--- src/rtl/spi_master_engine.sv ---
// -----------------------------------------------------------------------------
// spi_master_engine
//
// Full-duplex SPI mode-0 (CPOL=0, CPHA=0) shift engine, MSB first. Sits
// between the SPI register file and the pins: a start strobe launches one
// transfer of tx_data, and the received word is returned on rx_data together
// with a single-cycle done pulse.
//
// Parameters
//   DATA_W  : bits per transfer (1..32)
//   CLK_DIV : clk cycles per sclk half-period (>= 1)
//
// Ports
//   clk     in   system clock, rising edge
//   rst     in   synchronous active-high reset, overrides everything
//   start   in   begin a transfer (only looked at while idle)
//   tx_data in   word to send, captured when start is accepted
//   busy    out  high from the first SETUP cycle through the DONE cycle
//   done    out  one-cycle pulse, rx_data valid in the same cycle
//   rx_data out  last received word, holds until the next done
//   sclk    out  SPI clock, idles low
//   mosi    out  serial data out
//   miso    in   serial data in, sampled as sclk is driven high
//   cs_n    out  chip select, active low
// -----------------------------------------------------------------------------
module spi_master_engine #(
    parameter int DATA_W  = 8,
    parameter int CLK_DIV = 2
) (
    input  logic              clk,
    input  logic              rst,
    input  logic              start,
    input  logic [DATA_W-1:0] tx_data,
    output logic              busy,
    output logic              done,
    output logic [DATA_W-1:0] rx_data,
    output logic              sclk,
    output logic              mosi,
    input  logic              miso,
    output logic              cs_n
);

    localparam int DIV_W = (CLK_DIV > 1) ? $clog2(CLK_DIV) : 1;
    localparam int BIT_W = $clog2(DATA_W + 1);

    localparam logic [DIV_W-1:0] DIV_LAST = DIV_W'(CLK_DIV - 1);
    localparam logic [BIT_W-1:0] BIT_LAST = BIT_W'(DATA_W - 1);
    localparam logic [BIT_W-1:0] BIT_ALL  = BIT_W'(DATA_W);

    typedef enum logic [2:0] {
        IDLE,
        SETUP,
        SHIFT,
        HOLD,
        DONE
    } state_t;

    state_t            state;
    logic [DIV_W-1:0]  div_cnt;
    logic [BIT_W-1:0]  bit_cnt;
    logic [DATA_W-1:0] tx_sh;
    logic [DATA_W-1:0] rx_sh;
    logic [DATA_W-1:0] tx_next;
    logic              div_term;

    assign div_term = (div_cnt == DIV_LAST);
    assign tx_next  = tx_sh << 1;

    // Shift one sampled bit into the LSB; written without a part-select so it
    // stays legal for DATA_W = 1.
    function automatic logic [DATA_W-1:0] shift_in(input logic [DATA_W-1:0] sh,
                                                   input logic              bit_in);
        return (sh << 1) | DATA_W'(bit_in);
    endfunction

    always_ff @(posedge clk) begin
        if (rst) begin
            state   <= IDLE;
            div_cnt <= '0;
            bit_cnt <= '0;
            tx_sh   <= '0;
            rx_sh   <= '0;
            rx_data <= '0;
            sclk    <= 1'b0;
            mosi    <= 1'b0;
            cs_n    <= 1'b1;
            busy    <= 1'b0;
            done    <= 1'b0;
        end else begin
            done <= 1'b0;
            unique case (state)
                IDLE: begin
                    cs_n <= 1'b1;
                    sclk <= 1'b0;
                    busy <= 1'b0;
                    if (start) begin
                        tx_sh   <= tx_data;
                        rx_sh   <= '0;
                        bit_cnt <= '0;
                        div_cnt <= '0;
                        mosi    <= tx_data[DATA_W-1];
                        cs_n    <= 1'b0;
                        busy    <= 1'b1;
                        state   <= SETUP;
                    end
                end

                SETUP: begin
                    if (div_term) begin
                        // First rising edge: the slave sees the MSB for a
                        // full half-period before it, and miso is sampled now.
                        div_cnt <= '0;
                        sclk    <= 1'b1;
                        rx_sh   <= shift_in(rx_sh, miso);
                        state   <= SHIFT;
                    end else begin
                        div_cnt <= div_cnt + DIV_W'(1);
                    end
                end

                SHIFT: begin
                    // SHIFT spans 2*DATA_W half-periods: DATA_W high/low pairs,
                    // the last low half finishing before HOLD begins.
                    if (div_term) begin
                        div_cnt <= '0;
                        if (bit_cnt == BIT_ALL) begin
                            state <= HOLD;
                        end else if (!sclk) begin
                            sclk  <= 1'b1;
                            rx_sh <= shift_in(rx_sh, miso);
                        end else begin
                            sclk    <= 1'b0;
                            bit_cnt <= bit_cnt + BIT_W'(1);
                            if (bit_cnt < BIT_LAST) begin
                                tx_sh <= tx_next;
                                mosi  <= tx_next[DATA_W-1];
                            end
                        end
                    end else begin
                        div_cnt <= div_cnt + DIV_W'(1);
                    end
                end

                HOLD: begin
                    if (div_term) begin
                        div_cnt <= '0;
                        cs_n    <= 1'b1;
                        mosi    <= 1'b0;
                        done    <= 1'b1;
                        rx_data <= rx_sh;
                        state   <= DONE;
                    end else begin
                        div_cnt <= div_cnt + DIV_W'(1);
                    end
                end

                DONE: begin
                    busy  <= 1'b0;
                    state <= IDLE;
                end

                default: begin
                    state <= IDLE;
                end
            endcase
        end
    end

endmodule
--- config.mk ---
export PLATFORM = sky130hd
export DESIGN_NAME = spi_master_engine
export DESIGN_NICKNAME = d
export VERILOG_FILES = /design/src/rtl/spi_master_engine.sv
export SDC_FILE = /design/constraint.sdc
export NUM_CORES = 1
export LEC_CHECK = 0
export CORE_AREA = 2 2 57 64
export DETAILED_ROUTE_END_ITERATION = 6
export DIE_AREA = 0 0 59 66
export PLACE_DENSITY_LB_ADDON = 0.15
export SLEW_MARGIN = 20
export SYNTH_ARGS = -nofsm -noshare
export SYNTH_HDL_FRONTEND = slang
export SYNTH_SLANG_ARGS = --single-unit
--- constraint.sdc ---
create_clock -name clk -period 2.2 [get_ports clk]
set_clock_uncertainty 0.15 [all_clocks]
set_input_delay 0.55 -clock clk [delete_from_list [all_inputs] [get_ports clk]]
set_output_delay 0.55 -clock clk [all_outputs]
set_load 0.01 [all_outputs]
After elaboration in Yosys (flattened, before gate mapping). Cells that the tools add are included.

Bits in read-only memories: 0. Output and inout port bits: 13. Bits of input ports: 12. Register bits: 36. Bits in latches: 0. RAM bits: 0. Logic and storage cells: 91. Memories: 0.

Equality and inequality tests: 14. Shifts and indexed selects: 0. $mul: 0. Bitwise gates (word level): 2. $add $sub $neg: 2. Muxes and demuxes: 43. Reduce and logical (&&, ||, !) cells: 18. $lt $le $gt $ge: 1. Div/mod/pow operators: 0.

Operators with widths (count): $mux 8 (5); $mux 7 (5); $pmux 8 s3 (1); $ne 2x2->1 const B (9); $mux 4 (4); $mux 1 (15); $mux 3 (5); $pmux 7 s2 (1); $pmux 3 s4 (1); $reduce_and 6->1 (2); $reduce_and 5->1 (2); $or 8x1->8 (1); $pmux 4 s2 (1); $reduce_bool 2->1 (4); $reduce_and 7->1 (1); $eq 3x2->1 const B (2); $pmux 1 s2 (3); $pmux 1 s3 (2); $reduce_and 2->1 (3); $reduce_bool 3->1 (2); $add 4x1->4 const B (1); $eq 4x4->1 const B (1); $lt 4x3->1 const B (1); $reduce_and 4->1 (1); other kinds (7) (7).

Depth between registers and ports, before layout. Gate-level depths: netlist (run 1).

Depth after elaboration: 6. Depth in mapped cells: 6. Mapped depth without buffers: 6.

Least setup slack after synthesis (run 1). Ideal clock, no wire load.

Path kind: flip-flop to flip-flop. From: register bit_cnt[0]. To: register bit_cnt[2]. Cell stages (with the launch flop): 7. Path slack: 0.475 ns. Buffers on the path: 0. Required time: 1.933 ns. Period minus slack after synthesis: 1.725 ns. Arrival time: 1.458 ns. Cell sequence: dfxtp_1 inv_1 ha_1 and4b_1 a211oi_2 o21ai_0 a32o_1.

Word-level cells in the longest chain between the ends: 5. Elaborated cells on any way between the ends: 8.

Ends and longest elaborated chain: from (decl) (RTL line 60) `logic [BIT_W-1:0] bit_cnt;`; from (signal assigned) (RTL line 133) `bit_cnt <= bit_cnt + BIT_W'(1);`; $add 4x1->4 (RTL line 133); $mux 4 (RTL line 128) `end else if (!sclk) begin`; $mux 4 (RTL line 126) `if (bit_cnt == BIT_ALL) begin`; $mux 4 (RTL line 124) `if (div_term) begin`; $pmux 4 s2 (RTL line 91) `unique case (state)`.

Parallel ways exist; a longest one is shown, timed or not. The select of a mux whose other input is x is not followed. A chain may end at the register's enable or synchronous reset.

Worst setup path in the final report (run 1).
From: register sclk. To: output sclk.

RTL lines: from (decl) (RTL line 37) `output logic sclk,`; from (signal assigned) (RTL line 84) `sclk <= 1'b0;`; from (signal assigned) (RTL line 94) `sclk <= 1'b0;`; from (signal assigned) (RTL line 113) `sclk <= 1'b1;`.

No word-level cell between the ends.

==> flow_summary.yaml, run 1 <==
yosys:
  async_flop_share_pct: 0
  synthCells: 180
  synth_area_leader_cell: "dfxtp_1"
  ys_ff_latch: 36
  avgSynthCellArea_um2: 9.078
  synth_edf_count: 0
  syn_nets: 194
  yosysUniqueCellTypes: 46
  ys_warn_count: 0
  synth_ff_type: "dfxtp_1"
  ys_seq_area_share_pct: 44.10
  synth_top_area_share_pct: 44.10
  mappedNetlistArea_mm2: 0.001634
  synthTopCellsByArea: "dfxtp_1 44%, a21oi_1 6.4%, nand2_1 4.8%"
placed_design:
  dp_hpwl_um: 2548
  pre_cts_slack_ns: -0.05517
  placed_area_mm2: 0.001963
  dp_cells: 242
  port_buffers: 24
  gp_congestion: 0.8398
global_routing:
  grt_pass1_wl_um: 5996
  grt_pass1_vias: 1345
  grt_usage_pct: 20.37
  antenna_found_initial: 0
  grt_max_degree: 21
  overflow: 0
route:
  drt_wl_total_um: 3562
  viasPerCell: 5.828
  wire_per_inst_um: 14.25
  initialDrtViolationCount: 91
  drcViolationCount: 0
  dr.pass1.iters: 4
  ant_nets: 0
  num_vias: 1457
cells_and_area:
  stdcell_count: 250
  final_area_mm2: 0.002041
  antenna_cells: 0
  n_fill_cell: 279
  layout_common_cells: "35 x dfxtp_1, 24 x clkdlybuf4s50_1, 21 x a21oi_1, 21 x nand2_1, 13 x buf_4"
  fin_nets: 227
  syn2layout_area_growth_pct: 24.89
  mostFrequentLayoutCell: "dfxtp_1"
  multiInputGateArea_um2: 840.8
  ff_latch_area_um2: 721.9
  drive_gt1_share_pct: 12.62
clock_tree:
  cts_tree: "built"
  cts_made_buffers: 5
  cts_buffer_depth: 2
  clock-sinks: 36
  clk_latency_ns: 0.35
  clkTransAtPathRegs_ns: 0.11
  root_buffer: "clkbuf_4"
  cts.htree.levels: 2
timing:
  period_share_pct: 94.89
  hold_slack_ns: 0.3083
  layout_setup_ws_ns: 0.1125
  setup_violations: 0
  tightest_slew_ns: 0.4892
  fin_setup_tns_ns: 0
  slew_viol_final: 0
  fmax_mhz: 479.0
  fin_crit_ns: 2.087
  slew_headroom_pct: 67.25
  rsz0062_at_grt: "no"
  finalHoldViolations: 0
run_status:
  status: "finished clean"
floorplan:
  die_height_um: 66
  row_count: 22
  die-area_mm2: 0.003894
  coreArea_mm2: 0.003248
  die_w_um: 59
  ioPinCount: 25
  initial_utilization_pct: 50.31
worst_setup_path:
  crit_type: "flip-flop to primary output"
  cp_max_fo: 7
  worst_path_max_delay_cell: "clkdlybuf4s50_1"
  cp_cell_sequence: "clkdlybuf4s50_1"
  slowest_delay_ns: 0.58
  crit_required_ns: 1.50
  critPathCaptureType: "primary output"
  cp_top_family: "buffers and inverters"
  critPathArrivalTime_ns: 1.39
  worst-path-buf-inv: 1
  start_kind: "flip-flop"
pwr:
  p_leak_nw: 0.7788
  p_switching_w: 0.0003359
  seqPwrFrac_pct: 52.3
  powerDensity_mw_per_mm2: 658.1
  pwr-share-comb_pct: 13.3
  clkPwrFrac_pct: 34.4
  vdd_drop_max_uv: 600.0
  switching_share_pct: 25.01
  power.internal_w: 0.001007
hold_path:
  hp-class: "flip-flop to flip-flop"
run:
  drv_cap: 0
-- metrics by stage --
step / utilization, % / total power [W]
CTS: 62.79 / 0.001354
finish: 62.83 / 0.001343
detailed placement: 60.44 / 0.0008943
global route: 62.83 / 0.001404
global placement: 60.44 / 0.0008874
floorplan: - / 0.0008239
-- worst paths after layout --
check | slack (ns) | to | cells past startpoint | startpoint
hold reg to reg | 0.31 | rx_data[3] | 2 | rx_data[3]
setup reg to reg | 0.21 | rx_sh[4] | 6 | bit_cnt[0]
setup / recovery | 0.11 | sclk | 1 | sclk
hold / removal | 0.31 | rx_data[3] | 2 | rx_data[3]
-- cell usage after synthesis, types with 2 or more instances --
cell type / n
a21o_1: 2
mux2i_1: 7
nor3_1: 5
nand3_1: 6
a21oi_1: 21
a21boi_0: 2
nand2_1: 21
nor2_1: 6
inv_1: 5
buf_1: 2
dfxtp_1: 36
nand2b_1: 3
or3b_1: 2
nor3b_1: 2
a311oi_1: 6
a21oi_2: 2
o21ai_0: 7
a22o_1: 8
ha_1: 2
buf_2: 7
nor2b_1: 3
-- cell type report --
type	count	area share [%]
clock buffers	6	2.023
clock inverters	2	1.717
inverters	5	0.9197
multi-input cells	128	41.20
flip-flops and latches	36	35.38
well taps	36	2.207
repair buffers	37	16.55
-- metal layers --
layer | share of wire (%) | GRT usage [%] | routed length, µm | up-vias
met5 | 0 | 0 | 0 | -
met4 | 1.2 | 7.102 | 43 | 0
met3 | 5.0 | 7.045 | 178 | 5
met2 | 48 | 32.64 | 1695 | 32
met1 | 46 | 25.15 | 1645 | 695
li1 | - | - | - | 725
-- sequential cells by signal, summed over array words and instances (netlist names), 3 cells and up --
register  cells
bit_cnt       4
rx_data       8
rx_sh         8
state         3
tx_sh         7
-- cell families (layout without fill, tap and decap cells) --
family | Yosys count | after routing | synth area share, %
AO/OA/AOI/OAI | 61 | 61 | 26.26
buffers and inverters | 16 | 50 | 4.441
flip-flops | 36 | 36 | 44.10
adder cells (fa/ha/maj) | 2 | 2 | 1.531
multiplexers | 7 | 7 | 4.288
AND/OR/NAND/NOR | 57 | 57 | 18.84
XOR/XNOR | 1 | 1 | 0.5361
-- power groups by stage --
stage	Combinational, W	Clock [W]	Sequential, W
final	0.000178	0.000462	0.000703
after global routing	0.000195	0.000503	0.000706
after detailed placement	0.000177	0	0.000717
after floorplan	0.000119	0	0.000705
after CTS	0.000178	0.000474	0.000702
after global placement	0.000172	0	0.000716
-- timing repair --
action,in CTS,in global routing
buffers inserted,0,0
gates resized for setup,0,1
setup endpoints to repair,0,6
hold buffers,0,0
Note: power is estimated with default switching activity, not from simulation.
==> run 2, diff against run 1 <==
--- a/config.mk
+++ b/config.mk
@@ -8,6 +8,7 @@
 export CORE_AREA = 2 2 57 64
 export DETAILED_ROUTE_END_ITERATION = 6
 export DIE_AREA = 0 0 59 66
+export GPL_ROUTABILITY_DRIVEN = 0
 export PLACE_DENSITY_LB_ADDON = 0.15
 export SLEW_MARGIN = 20
 export SYNTH_ARGS = -nofsm -noshare
==> results of run 2 <==
No change in the layout: final DEF, timing and power equal those of run 1.
